`config.mk`:
```
export PLATFORM = sky130hd
export DESIGN_NAME = adder_share_arbiter_flat
export DESIGN_NICKNAME = d
export VERILOG_FILES = /design/src/rtl/adder_share_arbiter_if.sv /design/src/rtl/adder_share_arbiter.sv /design/src/flat_wrapper.sv
export SDC_FILE = /design/constraint.sdc
export NUM_CORES = 1
export LEC_CHECK = 0
export ABC_AREA = 1
export CAP_MARGIN = 40
export CORE_MARGIN = 2
export CORE_UTILIZATION = 40
export CTS_CLUSTER_SIZE = 12
export DETAILED_ROUTE_END_ITERATION = 10
export PLACE_DENSITY = 0.76
export SLEW_MARGIN = 0
export SYNTH_ARGS = -nofsm -noshare
export SYNTH_HDL_FRONTEND = slang
export SYNTH_SLANG_ARGS = --single-unit
```
`constraint.sdc`:
```
create_clock -name clk -period 4.35 [get_ports clk]
set_input_delay 0.87 -clock clk [delete_from_list [all_inputs] [get_ports clk]]
set_output_delay 0.87 -clock clk [all_outputs]
set_load 0.005 [all_outputs]
```
`src/rtl/adder_share_arbiter_if.sv`:
```
// Handshake and adder bus between up to four requesters, the shared adder,
// the result consumer and adder_share_arbiter.
interface adder_share_arbiter_if #(
  parameter int unsigned N_REQ = 4,
  parameter int unsigned WIDTH = 5
);
  logic [N_REQ-1:0]       req_valid;
  logic [N_REQ*WIDTH-1:0] req_a;
  logic [N_REQ*WIDTH-1:0] req_b;
  logic [N_REQ-1:0]       req_ready;
  logic [WIDTH-1:0]       add_a;
  logic [WIDTH-1:0]       add_b;
  logic [WIDTH-1:0]       add_sum;
  logic                   rsp_valid;
  logic [1:0]             rsp_id;
  logic [WIDTH-1:0]       rsp_sum;
  logic                   rsp_carry;
  logic                   rsp_ready;

  modport slave (
    input  req_valid, req_a, req_b, add_sum, rsp_ready,
    output req_ready, add_a, add_b, rsp_valid, rsp_id, rsp_sum, rsp_carry
  );

  modport master (
    output req_valid, req_a, req_b, add_sum, rsp_ready,
    input  req_ready, add_a, add_b, rsp_valid, rsp_id, rsp_sum, rsp_carry
  );
endinterface

```
`src/rtl/adder_share_arbiter.sv`:
```
// Round-robin sequencer sharing one combinational adder among N_REQ requesters;
// one transaction in flight at a time, result returned with requester tag and carry.
module adder_share_arbiter #(
  parameter int unsigned N_REQ = 4,
  parameter int unsigned WIDTH = 5
) (
  input  logic                 clk,
  input  logic                 rst_n,
  adder_share_arbiter_if.slave bus
);

  typedef enum logic [1:0] {
    IDLE = 2'd0,
    EXEC = 2'd1,
    RESP = 2'd2
  } state_t;

  state_t           state;
  logic [1:0]       ptr;
  logic [WIDTH-1:0] opA;
  logic [WIDTH-1:0] opB;
  logic [1:0]       latchedId;
  logic             rspValid;
  logic [1:0]       rspId;
  logic [WIDTH-1:0] rspSum;
  logic             rspCarry;

  logic             grantValid;
  logic [1:0]       grantIdx;
  logic [2:0]       cand;
  logic [1:0]       nextPtr;
  logic [N_REQ-1:0] reqReady;

  // Search ptr, ptr+1, ... with wrap; the first valid requester wins.
  always_comb begin
    grantValid = 1'b0;
    grantIdx   = '0;
    cand       = '0;
    for (int unsigned k = 0; k < N_REQ; k++) begin
      cand = {1'b0, ptr} + 3'(k);
      if (cand >= 3'(N_REQ)) begin
        cand = cand - 3'(N_REQ);
      end
      if (!grantValid && bus.req_valid[cand[1:0]]) begin
        grantValid = 1'b1;
        grantIdx   = cand[1:0];
      end
    end
  end

  always_comb begin
    nextPtr = (grantIdx == 2'(N_REQ - 1)) ? '0 : grantIdx + 2'd1;
  end

  // Accept pulse is combinational; gated by rst_n so outputs read 0 during reset.
  always_comb begin
    reqReady = '0;
    if (rst_n && (state == IDLE) && grantValid) begin
      reqReady[grantIdx] = 1'b1;
    end
  end

  always_ff @(posedge clk or negedge rst_n) begin
    if (!rst_n) begin
      state     <= IDLE;
      ptr       <= '0;
      opA       <= '0;
      opB       <= '0;
      latchedId <= '0;
      rspValid  <= 1'b0;
      rspId     <= '0;
      rspSum    <= '0;
      rspCarry  <= 1'b0;
    end else begin
      case (state)
        IDLE: begin
          if (grantValid) begin
            opA       <= bus.req_a[grantIdx*WIDTH +: WIDTH];
            opB       <= bus.req_b[grantIdx*WIDTH +: WIDTH];
            latchedId <= grantIdx;
            ptr       <= nextPtr;
            state     <= EXEC;
          end
        end
        EXEC: begin
          // Adder has no carry port: a wrapped sum is smaller than either operand.
          rspSum   <= bus.add_sum;
          rspCarry <= (bus.add_sum < opA);
          rspId    <= latchedId;
          rspValid <= 1'b1;
          state    <= RESP;
        end
        RESP: begin
          if (bus.rsp_ready) begin
            rspValid <= 1'b0;
            state    <= IDLE;
          end
        end
        default: begin
          rspValid <= 1'b0;
          state    <= IDLE;
        end
      endcase
    end
  end

  assign bus.req_ready = reqReady;
  assign bus.add_a     = opA;
  assign bus.add_b     = opB;
  assign bus.rsp_valid = rspValid;
  assign bus.rsp_id    = rspId;
  assign bus.rsp_sum   = rspSum;
  assign bus.rsp_carry = rspCarry;

endmodule

```
`src/flat_wrapper.sv`:
```
// flat-port wrapper written by rule: the top's interface ports become plain ports
module adder_share_arbiter_flat 
#(
  parameter int unsigned N_REQ = 4,
  parameter int unsigned WIDTH = 5
)
  (clk, rst_n, bus_req_valid, bus_req_a, bus_req_b, bus_add_sum, bus_rsp_ready, bus_req_ready, bus_add_a, bus_add_b, bus_rsp_valid, bus_rsp_id, bus_rsp_sum, bus_rsp_carry);
  adder_share_arbiter_if #(.N_REQ(N_REQ), .WIDTH(WIDTH)) bus_i ();
  input  logic clk;
  input  logic rst_n;
  input wire logic [$bits(bus_i.req_valid)-1:0] bus_req_valid;
  input wire logic [$bits(bus_i.req_a)-1:0] bus_req_a;
  input wire logic [$bits(bus_i.req_b)-1:0] bus_req_b;
  input wire logic [$bits(bus_i.add_sum)-1:0] bus_add_sum;
  input wire logic [$bits(bus_i.rsp_ready)-1:0] bus_rsp_ready;
  output wire logic [$bits(bus_i.req_ready)-1:0] bus_req_ready;
  output wire logic [$bits(bus_i.add_a)-1:0] bus_add_a;
  output wire logic [$bits(bus_i.add_b)-1:0] bus_add_b;
  output wire logic [$bits(bus_i.rsp_valid)-1:0] bus_rsp_valid;
  output wire logic [$bits(bus_i.rsp_id)-1:0] bus_rsp_id;
  output wire logic [$bits(bus_i.rsp_sum)-1:0] bus_rsp_sum;
  output wire logic [$bits(bus_i.rsp_carry)-1:0] bus_rsp_carry;
  assign bus_i.req_valid = bus_req_valid;
  assign bus_i.req_a = bus_req_a;
  assign bus_i.req_b = bus_req_b;
  assign bus_i.add_sum = bus_add_sum;
  assign bus_i.rsp_ready = bus_rsp_ready;
  assign bus_req_ready = bus_i.req_ready;
  assign bus_add_a = bus_i.add_a;
  assign bus_add_b = bus_i.add_b;
  assign bus_rsp_valid = bus_i.rsp_valid;
  assign bus_rsp_id = bus_i.rsp_id;
  assign bus_rsp_sum = bus_i.rsp_sum;
  assign bus_rsp_carry = bus_i.rsp_carry;
  adder_share_arbiter #(.N_REQ(N_REQ), .WIDTH(WIDTH)) u_core (.clk(clk), .rst_n(rst_n), .bus(bus_i));
endmodule
```
* Yosys cells after proc, flatten, opt, wreduce, memory -nomap -nowiden
Index checks and enable logic that the tools add are counted.
W data, S select, Z words.
** Word-level totals
- Input bits :: 52
- Flip-flop bits (word level) :: 25
- Logic and storage cells :: 79
- Output and inout bits :: 23
** Cells by class
- Equality and inequality tests :: 5
- Multipliers :: 1
- Bitwise logic cells :: 1
- Add/sub/neg operators :: 8
- $lt $le $gt $ge :: 11
- Mux-type cells :: 29
- Shift-type cells :: 2
- Reduce and logical (&&, ||, !) cells :: 13
** Operator list (number)
- $shiftx A20 B6 Y5 :: 2
- $mux W2 :: 11
- $lt A2 B3 Y1 const B :: 5
- $mux W1 :: 10
- $ge A3 B3 Y1 const B :: 3
- $bmux W1 S2 :: 4
- $sub A2 B1 Y2 const B :: 4
- $add A2 B2 Y3 const B :: 2
- $logic_and A1 B1 Y1 :: 6
- $pmux W2 S3 :: 1
- $reduce_and A2 Y1 :: 3
- $lt A5 B5 Y1 :: 1
- $mul A2 B3 Y5 const B :: 1
- $eq A2 B2 Y1 const B :: 2
- $mux W4 :: 1
- $add A2 B1 Y3 const B :: 1
- $ge A2 B3 Y1 const B :: 1
- $logic_not A1 Y1 :: 3
- $pmux W1 S3 :: 1
- $add A2 B1 Y2 const B :: 1
- $demux W1 S2 :: 1
- $eq A2 B1 Y1 const B :: 1
- $ge A2 B1 Y1 const B :: 1
- $logic_not A2 Y1 :: 1
- 3 further kinds :: 3

* Longest topological paths before layout
Gate-level depths: netlist of run 1.
- Depth after elaboration :: 19
- Mapped depth :: 14
- Gate-level depth less buffers :: 13

* Least setup slack after synthesis of run 1
No wires, ideal clock.
- Path type :: input-to-output
- Start :: input port bus_req_valid[3]
- End :: output port bus_req_ready[2]
- Buffers on the path :: 1
- Required time :: 3.480 ns
- Arrival time :: 1.942 ns
- Slack :: 1.538 ns
- Stages on the path :: 12
- Cells stage by stage :: inv_1 > nand2_1 > nand3_1 > nand2_2 > nor2_2 > nand3_1 > nand2_2 > nand2_4 > buf_6 > ha_1 > inv_1 > nor2_1
** Between the ends
- Longest elaborated chain between the ends :: 17
- Elaborated cells on any way between the ends :: 29
- Those cells by class :: 2 x order compare; 19 x mux; 8 x reduce/logical
** RTL lines
- from (decl) :: RTL line flat_wrapper.sv:11 : input wire logic [$bits(bus_i.req_valid)-1:0] bus_req_valid;
- $bmux W1 S2 :: RTL line adder_share_arbiter.sv:44 : if (!grantValid && bus.req_valid[cand[1:0]]) begin
- $mux W1 (not written as such) :: RTL line adder_share_arbiter.sv:44
- $mux W1 :: RTL line adder_share_arbiter.sv:44
- $logic_not A1 Y1 :: RTL line adder_share_arbiter.sv:44
- $logic_and A1 B1 Y1 :: RTL line adder_share_arbiter.sv:44
- $mux W1 :: RTL line adder_share_arbiter.sv:44
- $logic_not A1 Y1 :: RTL line adder_share_arbiter.sv:44
- $logic_and A1 B1 Y1 :: RTL line adder_share_arbiter.sv:44
- $mux W1 :: RTL line adder_share_arbiter.sv:44
- $logic_not A1 Y1 :: RTL line adder_share_arbiter.sv:44
- $logic_and A1 B1 Y1 :: RTL line adder_share_arbiter.sv:44
- $mux W2 :: RTL line adder_share_arbiter.sv:44
- $lt A2 B3 Y1 (not written as such) / $ge A2 B1 Y1 (equally long branches) :: RTL line adder_share_arbiter.sv:59 : reqReady[grantIdx] = 1'b1;
- $logic_and A1 B1 Y1 (not written as such) :: RTL line adder_share_arbiter.sv:59
- $mux W1 (not written as such) :: RTL line adder_share_arbiter.sv:59
- $demux W1 S2
- $mux W4 * :: RTL line adder_share_arbiter.sv:58 : if (rst_n && (state == IDLE) && grantValid) begin
- to (decl) :: RTL line flat_wrapper.sv:16 : output wire logic [$bits(bus_i.req_ready)-1:0] bus_req_ready;
Every way passes the cells marked *; elsewhere a longest branch is shown, timed or not. The select of a mux whose other input is x is not followed.

* Final worst setup path of run 1
- Start :: input port bus_req_valid[2]
- End :: output port bus_req_ready[2]
Same word-level chain as after synthesis.

==> results of run 1 <==
## cell type report
class                           count  area [sq um]  area share
Multi-Input combinational cell    193           943       0.367
Timing Repair Buffer               78           771       0.300
Inverter                           32           120      0.0467
Sequential cell                    25           626       0.243
Tap cell                           52          65.1      0.0253
Clock buffer                        4          45.0      0.0175
## cells in the final DEF, fill, tap and decap left out, drive strengths merged
cell type        n
nand2          100
clkdlybuf4s50   74
nand3           45
inv             32
dfrtp           25
nand3b          11
nor2            11
o21ai           10
ha               5
buf              4
clkbuf           4
nor3             3
a21oi            2
o21a             2
and2             1
nand4            1
a22o             1
o21bai           1
## cells in the mapped netlist, drive strengths merged
cell    number  area [sq um]
nand3       45           230
o21ai       10          50.1
nand2      100           395
nand3b      11          82.6
nand4        1          6.26
a22o         1          8.76
ha           5          62.6
buf         11          77.6
o21a         2          15.0
o21bai       1          7.51
and2         1          6.26
nor2        11          48.8
inv         32           120
dfrtp       25           626
nor3         3          20.0
clkbuf       1          3.75
a21oi        2          10.0
## flip-flops by register name (all words and copies together) (netlist names)
name / flops
u_core.bus.rsp_carry: 1
u_core.latchedId: 2
u_core.bus.rsp_valid: 1
u_core.state: 2
u_core.bus.rsp_sum: 5
u_core.ptr: 2
u_core.bus.add_b: 5
u_core.bus.add_a: 5
u_core.bus.rsp_id: 2
## critical path, stage by stage
cell,delay (ps)
clkdlybuf4s50_1,490
inv_1,60
nand2_1,90
nand3_1,110
nand2_2,120
nor2_2,60
nand2_1,50
nor2_1,40
nor2_2,410
inv_1,180
ha_1,220
inv_1,50
nor2_1,40
clkdlybuf4s50_1,450
## worst min-delay path by stage
| stage | from | to | slack [ps] | cells past startpoint |
|---|---|---|---|---|
| after detailed placement | u_core.bus.rsp_sum[4] | u_core.bus.rsp_sum[4] | 460 | 2 |
| after global placement | u_core.bus.rsp_sum[3] | u_core.bus.rsp_sum[3] | 450 | 2 |
| after CTS | u_core.bus.rsp_sum[4] | u_core.bus.rsp_sum[4] | 480 | 2 |
| final | u_core.bus.rsp_sum[4] | u_core.bus.rsp_sum[4] | 480 | 2 |
| after floorplan | u_core.bus.rsp_sum[1] | u_core.bus.rsp_sum[1] | 470 | 2 |
| after global routing | u_core.bus.rsp_sum[4] | u_core.bus.rsp_sum[4] | 500 | 2 |
## per-layer routing
metal	track usage	wire length, microns
met1	0.239	2070
met2	0.336	2340
met3	0.0214	242
met4	0.0587	51
met5	0	0
## where the power goes
| part | total, mW | switching, mW | internal [mW] |
|---|---|---|---|
| sequential | 0.441 | 0.0874 | 0.354 |
| combinational | 1.28 | 0.747 | 0.535 |
| clock | 0.139 | 0.0733 | 0.0655 |
| total | 1.86 | 0.907 | 0.954 |
## per-stage QoR
step / setup slack (ps) / total power, mW / hold WS [ps] / utilization / instance area (sq um)
2_1_floorplan: 1540 / 1.35 / 465 / - / 1770
4_1_cts: 259 / 1.87 / 482 / 0.598 / 2570
5_1_grt: 21.4 / 2.05 / 501 / 0.598 / 2570
6_report: 233 / 1.86 / 478 / 0.598 / 2570
3_3_place_gp: 338 / 1.70 / 452 / 0.588 / 2520
3_5_place_dp: 267 / 1.73 / 459 / 0.588 / 2520
## logic make-up (layout without fill, tap and decap cells)
group | Yosys count | count (layout) | share of synthesized area
and+or+nand+nor | 172 | 172 | 0.446
adders and majority gates | 5 | 5 | 0.0353
AOI/OAI and AO/OA | 16 | 16 | 0.0516
buffers and inverters | 44 | 114 | 0.114
DFF | 25 | 25 | 0.353
==> flow_summary.toml, run 1 <==
[timing]
setup_violations = 0
fmax_mhz = 243
final_max_slew_viol_count = 0
skew_ps = 7.37
rsz0062_at_grt = "no"
hold_viol = 0
tns_ps = 0
slew_headroom = 0.646
worst_slew_pin_slew_ps = 531
fin_crit_ps = 4120
post-route-period-util = 0.947

[setup_path]
crit_type = "in2out"
r2r_end = "u_core.ptr[1]"
reg2reg_depth = 11
cp-start-kind = "input port"
r2r-start = "u_core.ptr[0]"
critPathMaxFanout = 13
crit_required_ps = 3480
cp.arrival_ps = 3250
critPathCapture = "bus_req_ready[2]"
ff2ff_setup_slack_ps = 1920
crit_start = "bus_req_valid[2]"
cp-end-kind = "primary output"

[global_routing]
grt_pass1_vias = 1728
overflow = 0
grt_max_degree = 26
antenna_found_initial = 0
grt_pass1_wl_microns = 7670
grt_util_all_layers = 0.188

[clocking]
cts_made_buffers = 3
cts_tree = "built"
cts_max_level = 1
cts_buffer_depth = 2
clk-insertion-delay-late_ps = 270
post_cts_buffers = 0
postCtsHoldBufs = 0
clock-sinks = 25
root_buffer = "clkbuf_8"
cts.repair.resized = 0
path_clk_slew_ps = 90

[die]
rows = 24
die_area_sq_mm = 0.00497
fp.coreArea_sq_mm = 0.00429
die_w_microns = 70.5
fp.dieH_microns = 70.5
io_pins = 75
start_util = 0.412

[detailed_routing]
detail-route-antenna-nets = 0
first_pass_iters = 6
viasPerCell = 4.93
post_drt_wl_per_cell_microns = 12.3
vias = 1895
drc = 0
drt-initial-drc-count = 131
drt_wl_total_microns = 4710

[final_layout]
layout-drive-gt1-share = 0.0663
antenna_cells = 0
fillCellCount = 420
areaGrowthSynthToFinish_pct = 45.2
fin_nets = 390
instances_no_fill = 384

[yosys]
ys_types = 26
syn_nets = 319
ys_ff_latch = 25
syn_avg_cell_area_sq_um = 6.76
netlist_area_sq_mm = 0.00177
syn-instance-count = 262
ys_seq_area_frac = 0.353
yosysWarnings = 0

[power]
power_density_mw_per_mm2 = 724
p_leak_nw = 1.27
peakVddDrop_mv = 0.333

[placement]
dp_cells = 380
port_buffers = 74
place_hpwl_microns = 3590
place_congestion = 0.815

[run]
cap_violations = 0

[min_path]
hp-class = "reg2reg"

[outcome]
status = "finished, final reports clean"
Power figures use the tool's default switching activity.
==> inputs of run 2 (changes only) <==
--- a/config.mk
+++ b/config.mk
@@ -6,6 +6,7 @@
 export NUM_CORES = 1
 export LEC_CHECK = 0
 export ABC_AREA = 1
+export ABC_CLOCK_PERIOD_IN_PS = 4350
 export CAP_MARGIN = 40
 export CORE_MARGIN = 2
 export CORE_UTILIZATION = 40
==> results of run 2 <==
Final layout, timing and power as in run 1 (identical DEF).
==> inputs of run 3 (changes only) <==
--- a/config.mk
+++ b/config.mk
@@ -10,7 +10,8 @@
 export CAP_MARGIN = 40
 export CORE_MARGIN = 2
 export CORE_UTILIZATION = 40
-export CTS_CLUSTER_SIZE = 12
+export CTS_BUF_LIST = sky130_fd_sc_hd__clkbuf_4
+export CTS_CLUSTER_SIZE = 30
 export DETAILED_ROUTE_END_ITERATION = 10
 export PLACE_DENSITY = 0.76
 export SLEW_MARGIN = 0
==> run 3 against run 2 <==
Against the previous run: combinational power about the same; largest power group unchanged; non-clock buffer count stayed put; critical path depth is the same; hold slack better by 12 ps; wire length is 0.38% lower; clock skew rose by 3.4 ps; highest routed layer unchanged; global-route usage is the same.
==> flow_summary.toml, run 3 (synthesis results as in run 1) <==
[clocking]
postCtsHoldBufs = 0
clk-insertion-delay-late_ps = 320
post_cts_buffers = 0
cts.repair.resized = 0
path_clk_slew_ps = 140
cts_tree = "built"
cts_max_level = 1
cts_buffer_depth = 2
cts_made_buffers = 3
root_buffer = "clkbuf_4"
clock-sinks = 25

[global_routing]
grt_pass1_vias = 1730
grt_max_degree = 26
antenna_found_initial = 0
grt_pass1_wl_microns = 7680
overflow = 0
grt_util_all_layers = 0.188

[final_layout]
final_common_cell = "nand2_1"
design_area_sq_mm = 0.00255
layout_common_cells = "94 x nand2_1, 74 x clkdlybuf4s50_1, 44 x nand3_1, 28 x inv_1, 25 x dfrtp_1"
fillCellCount = 423
fin_nets = 390
layout-drive-gt1-share = 0.0693
areaGrowthSynthToFinish_pct = 44.3
antenna_cells = 0

[power]
peakVddDrop_mv = 0.323
p_leak_nw = 1.27
seqPwrFrac = 0.241
p_sw_mw = 0.900
combPwrFrac = 0.697
power_density_mw_per_mm2 = 716
intPower_mw = 0.930
p_total_mw = 1.83
swShare = 0.492
clkPwrFrac = 0.062

[run]
cap_violations = 0

[setup_path]
cp_slowest_cell = "clkdlybuf4s50_1"
path_common_cell = "inv_1"
crit_path_cell_trace = "clkdlybuf4s50_1, inv_1, nand2_1, nand3_1, nand2_2, nor2_2, nand2_1, nor2_1, nor2_2, inv_1, ha_1, inv_1, nor2_1, clkdlybuf4s50_1"
cp-start-kind = "input port"
cp.arrival_ps = 3210
cpPeakStageDelay_ps = 490
crit_required_ps = 3480
critPathMaxFanout = 13
cp-end-kind = "primary output"
path_buf_inv = 5
critical_path.top_delay_family = "buffers and inverters"
crit_type = "in2out"

[die]
rows = 24
die_area_sq_mm = 0.00497
die_w_microns = 70.5
fp.coreArea_sq_mm = 0.00429
fp.dieH_microns = 70.5
io_pins = 75
start_util = 0.412

[detailed_routing]
vias = 1889
detail-route-antenna-nets = 0
drc = 0
viasPerCell = 4.92
first_pass_iters = 4
drt-initial-drc-count = 156
drt_wl_total_microns = 4690
post_drt_wl_per_cell_microns = 12.2

[timing]
post-route-period-util = 0.939
worst_slew_pin_slew_ps = 511
slew_headroom = 0.659
fin_crit_ps = 4080
hold_viol = 0
fmax_mhz = 245
setup_slack_ps = 266
tns_ps = 0
rsz0062_at_grt = "no"
setup_violations = 0
skew_ps = 10.8
final_max_slew_viol_count = 0
hold_ws_ps = 490

[placement]
place_hpwl_microns = 3590
place_area_sq_mm = 0.00252
port_buffers = 74
place_congestion = 0.815
dp_slack_ps = 267

[min_path]
hp-class = "reg2reg"

[outcome]
status = "finished, final reports clean"
-- run 3: routing by layer --
metal  track usage  vias to the layer above  share of wire
met2         0.336                       45           0.50
met3        0.0214                        4          0.045
li1              -                      971              -
met4        0.0587                        0          0.011
met5             0                        -              0
met1         0.239                      869           0.45
-- run 3: cell type report --
cell class,count,area (sq um),share of cell area
clock buffer,4,30.0,0.0118
inverter,32,120,0.0470
multi-input combinational,193,943,0.369
sequential,25,626,0.245
tap,52,65.1,0.0255
timing repair buffer,78,771,0.302
-- run 3: path summary, 6_finish.rpt --
check,startpoint,to,slack (ps),cells past startpoint
setup / recovery,bus_req_valid[2],bus_req_ready[2],270,14
hold / removal,u_core.bus.rsp_sum[4],u_core.bus.rsp_sum[4],490,2
setup reg to reg,u_core.ptr[0],u_core.ptr[1],1930,11
hold reg to reg,u_core.bus.rsp_sum[4],u_core.bus.rsp_sum[4],490,2
max in group asynchronous,rst_n,u_core.bus.rsp_id[1],3120,2
min in group asynchronous,rst_n,u_core.bus.add_a[1],980,2
-- run 3: through the flow --
stage,utilization,std cells
2_1_floorplan,-,262
3_3_place_gp,0.588,380
3_5_place_dp,0.588,380
4_1_cts,0.595,384
5_1_grt,0.595,384
6_report,0.595,384
-- run 3: worst reg2reg max path, stage by stage, from the launching register on --
cell and delay [ps]:
dfrtp_1 620, inv_2 150, nand2_1 120, nand3_1 110
nand2_2 120, nor2_2 60, nand2_1 50, nor2_1 40
nor2_2 400, inv_1 180, ha_1 330, o21ai_0 160
-- run 3: power groups by stage --
stage          logic, mW  clock network (mW)  registers [mW]
2_1_floorplan      0.918                   0           0.429
3_3_place_gp        1.26                   0           0.442
3_5_place_dp        1.29                   0           0.444
4_1_cts             1.29               0.115           0.441
5_1_grt             1.44               0.125           0.461
6_report            1.28               0.113           0.440
